==> src/rtl/apb_master_arbiter.sv <==
// rtl/apb_master_arbiter.sv - two-requester round-robin APB master sharing one completer port
// Optional ACCESS-phase timeout is compiled in with APB_ARB_TIMEOUT_EN.
module apb_master_arbiter #(
    parameter int ADDR_WIDTH     = 32,
    parameter int DATA_WIDTH     = 32,
    parameter int TIMEOUT_CYCLES = 16
) (
    input  logic                    clk,
    input  logic                    rst,
    input  logic [1:0]              req_valid,
    input  logic [1:0]              req_write,
    input  logic [2*ADDR_WIDTH-1:0] req_addr,
    input  logic [2*DATA_WIDTH-1:0] req_wdata,
    output logic [1:0]              req_done,
    output logic [DATA_WIDTH-1:0]   rsp_rdata,
    output logic                    rsp_err,
    output logic                    psel,
    output logic                    penable,
    output logic                    pwrite,
    output logic [ADDR_WIDTH-1:0]   paddr,
    output logic [DATA_WIDTH-1:0]   pwdata,
    input  logic [DATA_WIDTH-1:0]   prdata,
    input  logic                    pready,
    input  logic                    pslverr
);

    typedef enum logic [1:0] {
        ST_IDLE   = 2'd0,
        ST_SETUP  = 2'd1,
        ST_ACCESS = 2'd2
    } state_t;

    state_t                  state_q, state_d;
    logic                    grant_q, grant_d;
    logic                    last_grant_q, last_grant_d;
    logic                    pwrite_q, pwrite_d;
    logic [ADDR_WIDTH-1:0]   paddr_q, paddr_d;
    logic [DATA_WIDTH-1:0]   pwdata_q, pwdata_d;
    logic [1:0]              done_q, done_d;
    logic [DATA_WIDTH-1:0]   rdata_q, rdata_d;
    logic                    err_q, err_d;

    logic [1:0]              eligible;
    logic                    pick;
    logic                    tmo_hit;

    // A requester whose done is still showing is masked so its finished command is not re-granted.
    assign eligible = req_valid & ~done_q;
    assign pick     = (&eligible) ? ~last_grant_q : eligible[1];

`ifdef APB_ARB_TIMEOUT_EN
    localparam int CW = $clog2(TIMEOUT_CYCLES + 1);
    logic [CW-1:0] tmo_q, tmo_d;

    assign tmo_hit = (tmo_q == CW'(TIMEOUT_CYCLES - 1));
`else
    logic unused_timeout_cfg;

    assign tmo_hit            = 1'b0;
    assign unused_timeout_cfg = (TIMEOUT_CYCLES == 0);
`endif

    always_comb begin
        state_d      = state_q;
        grant_d      = grant_q;
        last_grant_d = last_grant_q;
        pwrite_d     = pwrite_q;
        paddr_d      = paddr_q;
        pwdata_d     = pwdata_q;
        done_d       = 2'b00;
        rdata_d      = rdata_q;
        err_d        = err_q;
`ifdef APB_ARB_TIMEOUT_EN
        tmo_d        = tmo_q;
`endif
        case (state_q)
            ST_IDLE: begin
                if (|eligible) begin
                    grant_d  = pick;
                    pwrite_d = req_write[pick];
                    paddr_d  = pick ? req_addr[2*ADDR_WIDTH-1:ADDR_WIDTH] : req_addr[ADDR_WIDTH-1:0];
                    if (req_write[pick]) begin
                        pwdata_d = pick ? req_wdata[2*DATA_WIDTH-1:DATA_WIDTH] : req_wdata[DATA_WIDTH-1:0];
                    end else begin
                        pwdata_d = '0;
                    end
                    state_d  = ST_SETUP;
                end
            end
            ST_SETUP: begin
                state_d = ST_ACCESS;
`ifdef APB_ARB_TIMEOUT_EN
                tmo_d   = '0;
`endif
            end
            ST_ACCESS: begin
                if (pready || tmo_hit) begin
                    state_d      = ST_IDLE;
                    done_d       = grant_q ? 2'b10 : 2'b01;
                    last_grant_d = grant_q;
                    err_d        = pready ? pslverr : 1'b1;
                    rdata_d      = (pready && !pwrite_q) ? prdata : '0;
                end
`ifdef APB_ARB_TIMEOUT_EN
                else begin
                    tmo_d = tmo_q + CW'(1);
                end
`endif
            end
            default: state_d = ST_IDLE;
        endcase
    end

    always_ff @(posedge clk) begin
        if (rst) begin
            state_q      <= ST_IDLE;
            grant_q      <= 1'b0;
            last_grant_q <= 1'b1;
            pwrite_q     <= 1'b0;
            paddr_q      <= '0;
            pwdata_q     <= '0;
            done_q       <= 2'b00;
            rdata_q      <= '0;
            err_q        <= 1'b0;
`ifdef APB_ARB_TIMEOUT_EN
            tmo_q        <= '0;
`endif
        end else begin
            state_q      <= state_d;
            grant_q      <= grant_d;
            last_grant_q <= last_grant_d;
            pwrite_q     <= pwrite_d;
            paddr_q      <= paddr_d;
            pwdata_q     <= pwdata_d;
            done_q       <= done_d;
            rdata_q      <= rdata_d;
            err_q        <= err_d;
`ifdef APB_ARB_TIMEOUT_EN
            tmo_q        <= tmo_d;
`endif
        end
    end

    assign psel      = (state_q != ST_IDLE);
    assign penable   = (state_q == ST_ACCESS);
    assign pwrite    = pwrite_q;
    assign paddr     = paddr_q;
    assign pwdata    = pwdata_q;
    assign req_done  = done_q;
    assign rsp_rdata = rdata_q;
    assign rsp_err   = err_q;

endmodule

==> config.mk <==
export PLATFORM = sky130hd
export DESIGN_NAME = apb_master_arbiter
export DESIGN_NICKNAME = d
export VERILOG_FILES = /design/src/rtl/apb_master_arbiter.sv
export SDC_FILE = /design/constraint.sdc
export NUM_CORES = 1
export LEC_CHECK = 0
export BUFFER_PORTS_ARGS = -buffer_cell sky130_fd_sc_hd__buf_2
export CELL_PAD_IN_SITES_DETAIL_PLACEMENT = 0
export CELL_PAD_IN_SITES_GLOBAL_PLACEMENT = 1
export CORE_ASPECT_RATIO = 1.2
export CORE_MARGIN = 8
export CORE_UTILIZATION = 35
export DETAILED_ROUTE_END_ITERATION = 8
export GPL_ROUTABILITY_DRIVEN = 0
export HOLD_SLACK_MARGIN = 0.08
export MAX_ROUTING_LAYER = met4
export PLACE_DENSITY_LB_ADDON = 0.08
export SYNTH_ARGS = -nofsm -noshare
export SYNTH_HDL_FRONTEND = slang
export SYNTH_SLANG_ARGS = --single-unit
==> constraint.sdc <==
create_clock -name clk -period 2.8 [get_ports clk]
set_input_delay 0.56 -clock clk [delete_from_list [all_inputs] [get_ports clk]]
set_output_delay 0.56 -clock clk [all_outputs]
set_load 0.05 [all_outputs]
After elaboration in Yosys (flattened, before gate mapping) --
Cells that the tools add are included.
Storage, ports and cells: flip-flop bits (word level) 104, input port bits 168, output and inout bits 102, word-level logic and storage cells 40
Cells by class: muxes and demuxes 11, equality and inequality tests 4, bitwise gates (word level) 5, order comparisons 1, reduce and logical (&&, ||, !) cells 10
Operators with widths (number):
- $mux 32 | 4
- $reduce_and 2->1 | 4
- $mux 2 | 3
- $pmux 2 s3 | 1
- $mux 1 | 3
- $not 1->1 | 3
- $reduce_or 3->1 | 1
- $and 2x2->2 | 1
- $eq 2x1->1 const B | 1
- $eq 2x2->1 const B | 1
- $logic_not 2->1 | 1
- $lt 1x2->1 const B | 1
- $ne 2x1->1 const B | 1
- $ne 2x2->1 const B | 1
- $not 2->2 | 1
- $reduce_bool 2->1 | 1
- $reduce_or 2->1 | 1
- $logic_and 1x1->1 | 1
- $logic_not 1->1 | 1

Longest topological paths before layout --
depth after elaboration 7, mapped depth 6, mapped depth without buffers 4

Least setup slack after synthesis --
No wires, ideal clock.
kind register -> register, from reg done_q[1], in the netlist req_done[1], to reg pwdata_q[12], in the netlist pwdata[12], required time 2.659 ns, path buffers 2, path slack 1.128 ns, cell stages (with the launch flop) 7, arrival time 1.531 ns, period minus slack after synthesis 1.672 ns, library setup time 0.141 ns, cells stage by stage dfxtp_1 > nor2b_4 > and3_1 > buf_6 > buf_6 > a221oi_2 > nor3_2
Between the ends: longest elaborated chain between the ends 7, elaborated cells between the ends (all ways) 10, classes of those cells mux: 5; bitwise: 2; reduce/logical: 3
Ends and longest elaborated chain:
- start: declaration | RTL line 39 | logic [1:0] done_q, done_d;
- start signal: assignment | RTL line 135 | done_q <= done_d;
- $not 2->2 (*) | RTL line 48 | assign eligible = req_valid & ~done_q;
- $and 2x2->2 (*) | RTL line 48
- $reduce_and 2->1 | RTL line 49 | assign pick = (&eligible) ? ~last_grant_q : eligible[1];
- $mux 1 | RTL line 49
- $mux 1 (implied by the code) (2 in a row) | RTL line 82 | if (req_write[pick]) begin
- $mux 32 | RTL line 82
- end signal: assignment | RTL line 134 | pwdata_q <= pwdata_d;
- end: declaration | RTL line 38 | logic [DATA_WIDTH-1:0] pwdata_q, pwdata_d;
Every way passes the cells marked *; elsewhere a longest branch is shown, timed or not. The select of a mux whose other input is x is not followed. A chain may end at the register's enable or synchronous reset.

Final worst setup path --
from reg state_q[0], to out penable
Between the ends: longest elaborated chain between the ends 1
Ends and longest elaborated chain:
- start: declaration | RTL line 33 | state_t state_q, state_d;
- start signal: assignment | RTL line 129 | state_q <= state_d;
- $eq 2x2->1 | RTL line 145 | assign penable = (state_q == ST_ACCESS);
- end: declaration | RTL line 18 | output logic penable,
No other way between the ends.

==> flow_summary.ini <==
[clocking]
cts_tree = built
postCtsSetupBuffers = 0
cts_max_level = 3
hold_buffers = 0
clk_latency_ns = 0.35
numClockSinks = 104
root_buffer = clkbuf_16
cts_resized = 0
cts.path.max_buffers = 2
cts_buffers = 9
path_clk_slew_ns = 0.08

[floorplanning]
initial_core_util_pct = 35.7
die_x_um = 122
io_pins = 270
fp-row-count = 46
dieHeight_um = 143
die_area_sq_um = 17500
core_area_sq_um = 13200

[worst_setup_path]
rrSetupSlack_ns = 1.09
start_kind = flop
crit_path_start = state_q[0]
required_ns = 2.24
critPathKind = flop to output port
cp-end-kind = output port
endpoint = penable
path_max_fanout = 5
cp.arrival_ns = 1.26
r2r-end = paddr[18]
reg2reg_from = req_done[0]
reg2reg_depth = 5

[placed_design]
hpwl_um = 11700
dpl_worst_slack_ns = 0.762
io_buffers = 269
dpl-instance-area_sq_um = 6120
dp_cells = 843

[synthesis]
ys.flop_type = dfxtp_1
synth_nets = 602
ys.warnings.count = 0
synth_area_per_cell_sq_um = 10.9
async_reset_ff_share_pct = 0
synth-seq-area-share_pct = 44.0
synthCells = 434
ys_ff_latch = 104
syn_area_sq_um = 4730
synthDistinctLibCells = 36
synth-edff-count = 0

[global_routing]
track_usage_pct = 17.2
grt_first_pass_wirelength_um = 23400
grt_pass1_vias = 4452
antenna_found_initial = 1
grt_max_degree = 38
overflow = 0

[drt]
drt-pass1-iter-count = 4
viasPerCell = 4.98
drc = 0
via_count = 4284
drtAntennaViolNets = 0
drt_wl_total_um = 15400
avgRoutedWirePerCell_um = 17.9
drt_iter0_markers = 193

[sta]
setup_ws_ns = 0.985
final.setup.tns_ns = 0
setup_viol = 0
slew_headroom_pct = 57.4
fmax_ghz = 0.551
fin_crit_sh_pct = 64.8
timing_worst_slew_pin_value_ns = 0.637
rsz0062_at_grt = false
min_period_ns = 1.82
hold_viol = 0
clock_skew_ns = 0.0115
drv_slew = 0

[final_layout]
nets = 854
syn_to_final_growth_pct = 35.7
fin_area_sq_um = 6420
fill_cells = 1337
drive_above_1_share_pct = 62.2
final_cells = 860

[power_and_ir_drop]
p_per_area_nw_per_um2 = 672
power.leakage_nw = 3.03
irDropWorstVdd_v = 0.000301

[worst_hold_path]
hold_class = primary input to flop
worst_hold_path.num_cells = 2

[status]
status = completed

[job]
maxCapViolCount = 0
## critical path, stage by stage (launching register included)
cell and delay, ns:
dfxtp_1 0.34, and2b_2 0.27, buf_2 0.29
## state kept, by name (all words and copies together), names as in the netlist
signal / count
paddr: 32
pwdata: 32
rsp_rdata: 32
req_done: 2
state_q: 2
grant_q: 1
last_grant_q: 1
pwrite: 1
rsp_err: 1
## cells by family (layout without fill, tap and decap cells)
| logic type | Yosys count | after routing | synth area share (%) |
|---|---|---|---|
| AND/OR/NAND/NOR | 151 | 151 | 17.6 |
| AO/OA/AOI/OAI | 135 | 135 | 31.0 |
| flip-flops | 104 | 104 | 44.0 |
| buffers and inverters | 43 | 300 | 7.25 |
| multiplexers | 1 | 1 | 0.212 |
| other | 0 | 1 | 0 |
## cell type report
class / count / area, sq um / share of cell area [%]
multi-input cells: 287 / 2310 / 36.0
flip-flops and latches: 104 / 2080 / 32.4
repair buffers: 283 / 1520 / 23.6
clock buffers: 9 / 225 / 3.51
well taps: 168 / 210 / 3.27
clock inverters: 7 / 72.6 / 1.13
inverters: 1 / 3.75 / 0.0584
diodes: 1 / 2.50 / 0.0390
## metal layers
| metal | vias up | GRT usage [%] | wire length (um) |
|---|---|---|---|
| li1 | 2092 | - | - |
| met1 | 1993 | 20.7 | 6590 |
| met2 | 183 | 27.5 | 7350 |
| met3 | 16 | 4.52 | 1240 |
| met4 | 0 | 5.91 | 235 |
| met5 | - | - | 0 |
## per-stage QoR
stage,power (mW),hold WS (ns),utilization (%)
after global placement,3.09,0.445,46.3
after global routing,4.53,0.396,48.5
after CTS,4.38,0.398,48.5
after detailed placement,3.11,0.452,46.3
final,4.32,0.413,48.5
after floorplan,2.74,0.430,-
## worst min-delay path by stage
stage               start       endpoint  slack, ns
6_report       prdata[29]  rsp_rdata[29]       0.41
5_1_grt        prdata[29]  rsp_rdata[29]       0.40
4_1_cts        prdata[29]  rsp_rdata[29]       0.40
3_5_place_dp      rsp_err        rsp_err       0.45
3_3_place_gp      rsp_err        rsp_err       0.44
2_1_floorplan     grant_q    req_done[0]       0.43
## placed cells by master, fill, tap and decap left out, types with 2 or more instances in the layout
master     count
a221oi_2      29
nor3_2        30
buf_12         5
dfxtp_1      104
inv_6          2
clkbuf_16      9
a21oi_2       30
inv_8          2
buf_4         10
buf_2        268
nand2_1       35
a21oi_1        5
a22o_1        32
a211oi_2      29
a221oi_1       3
a211oi_1       3
nor3_1         5
nand2_2        2
nor2_1        68
## synthesized netlist by cell type (2+ instances only)
master,instances,area share [%]
buf_2,10,1.1
nor3_2,30,6.3
and3_1,2,0.26
a21oi_1,5,0.53
a21oi_2,30,5.6
buf_1,2,0.16
nor3_1,5,0.53
a211oi_1,3,0.48
a22o_1,32,5.9
nand2_1,35,2.8
buf_6,13,3.1
buf_12,3,1.3
a221oi_1,3,0.56
a211oi_2,29,7.7
dfxtp_1,104,44
a221oi_2,29,9.2
clkbuf_1,8,0.63
buf_4,5,0.79
nand2_2,2,0.26
nor2_1,68,5.4
## power by group
part           internal (mW)  switching, mW
clock                  0.632          0.626
sequential              1.61         0.0687
combinational          0.425          0.952
(Power assumes the default switching activity.)
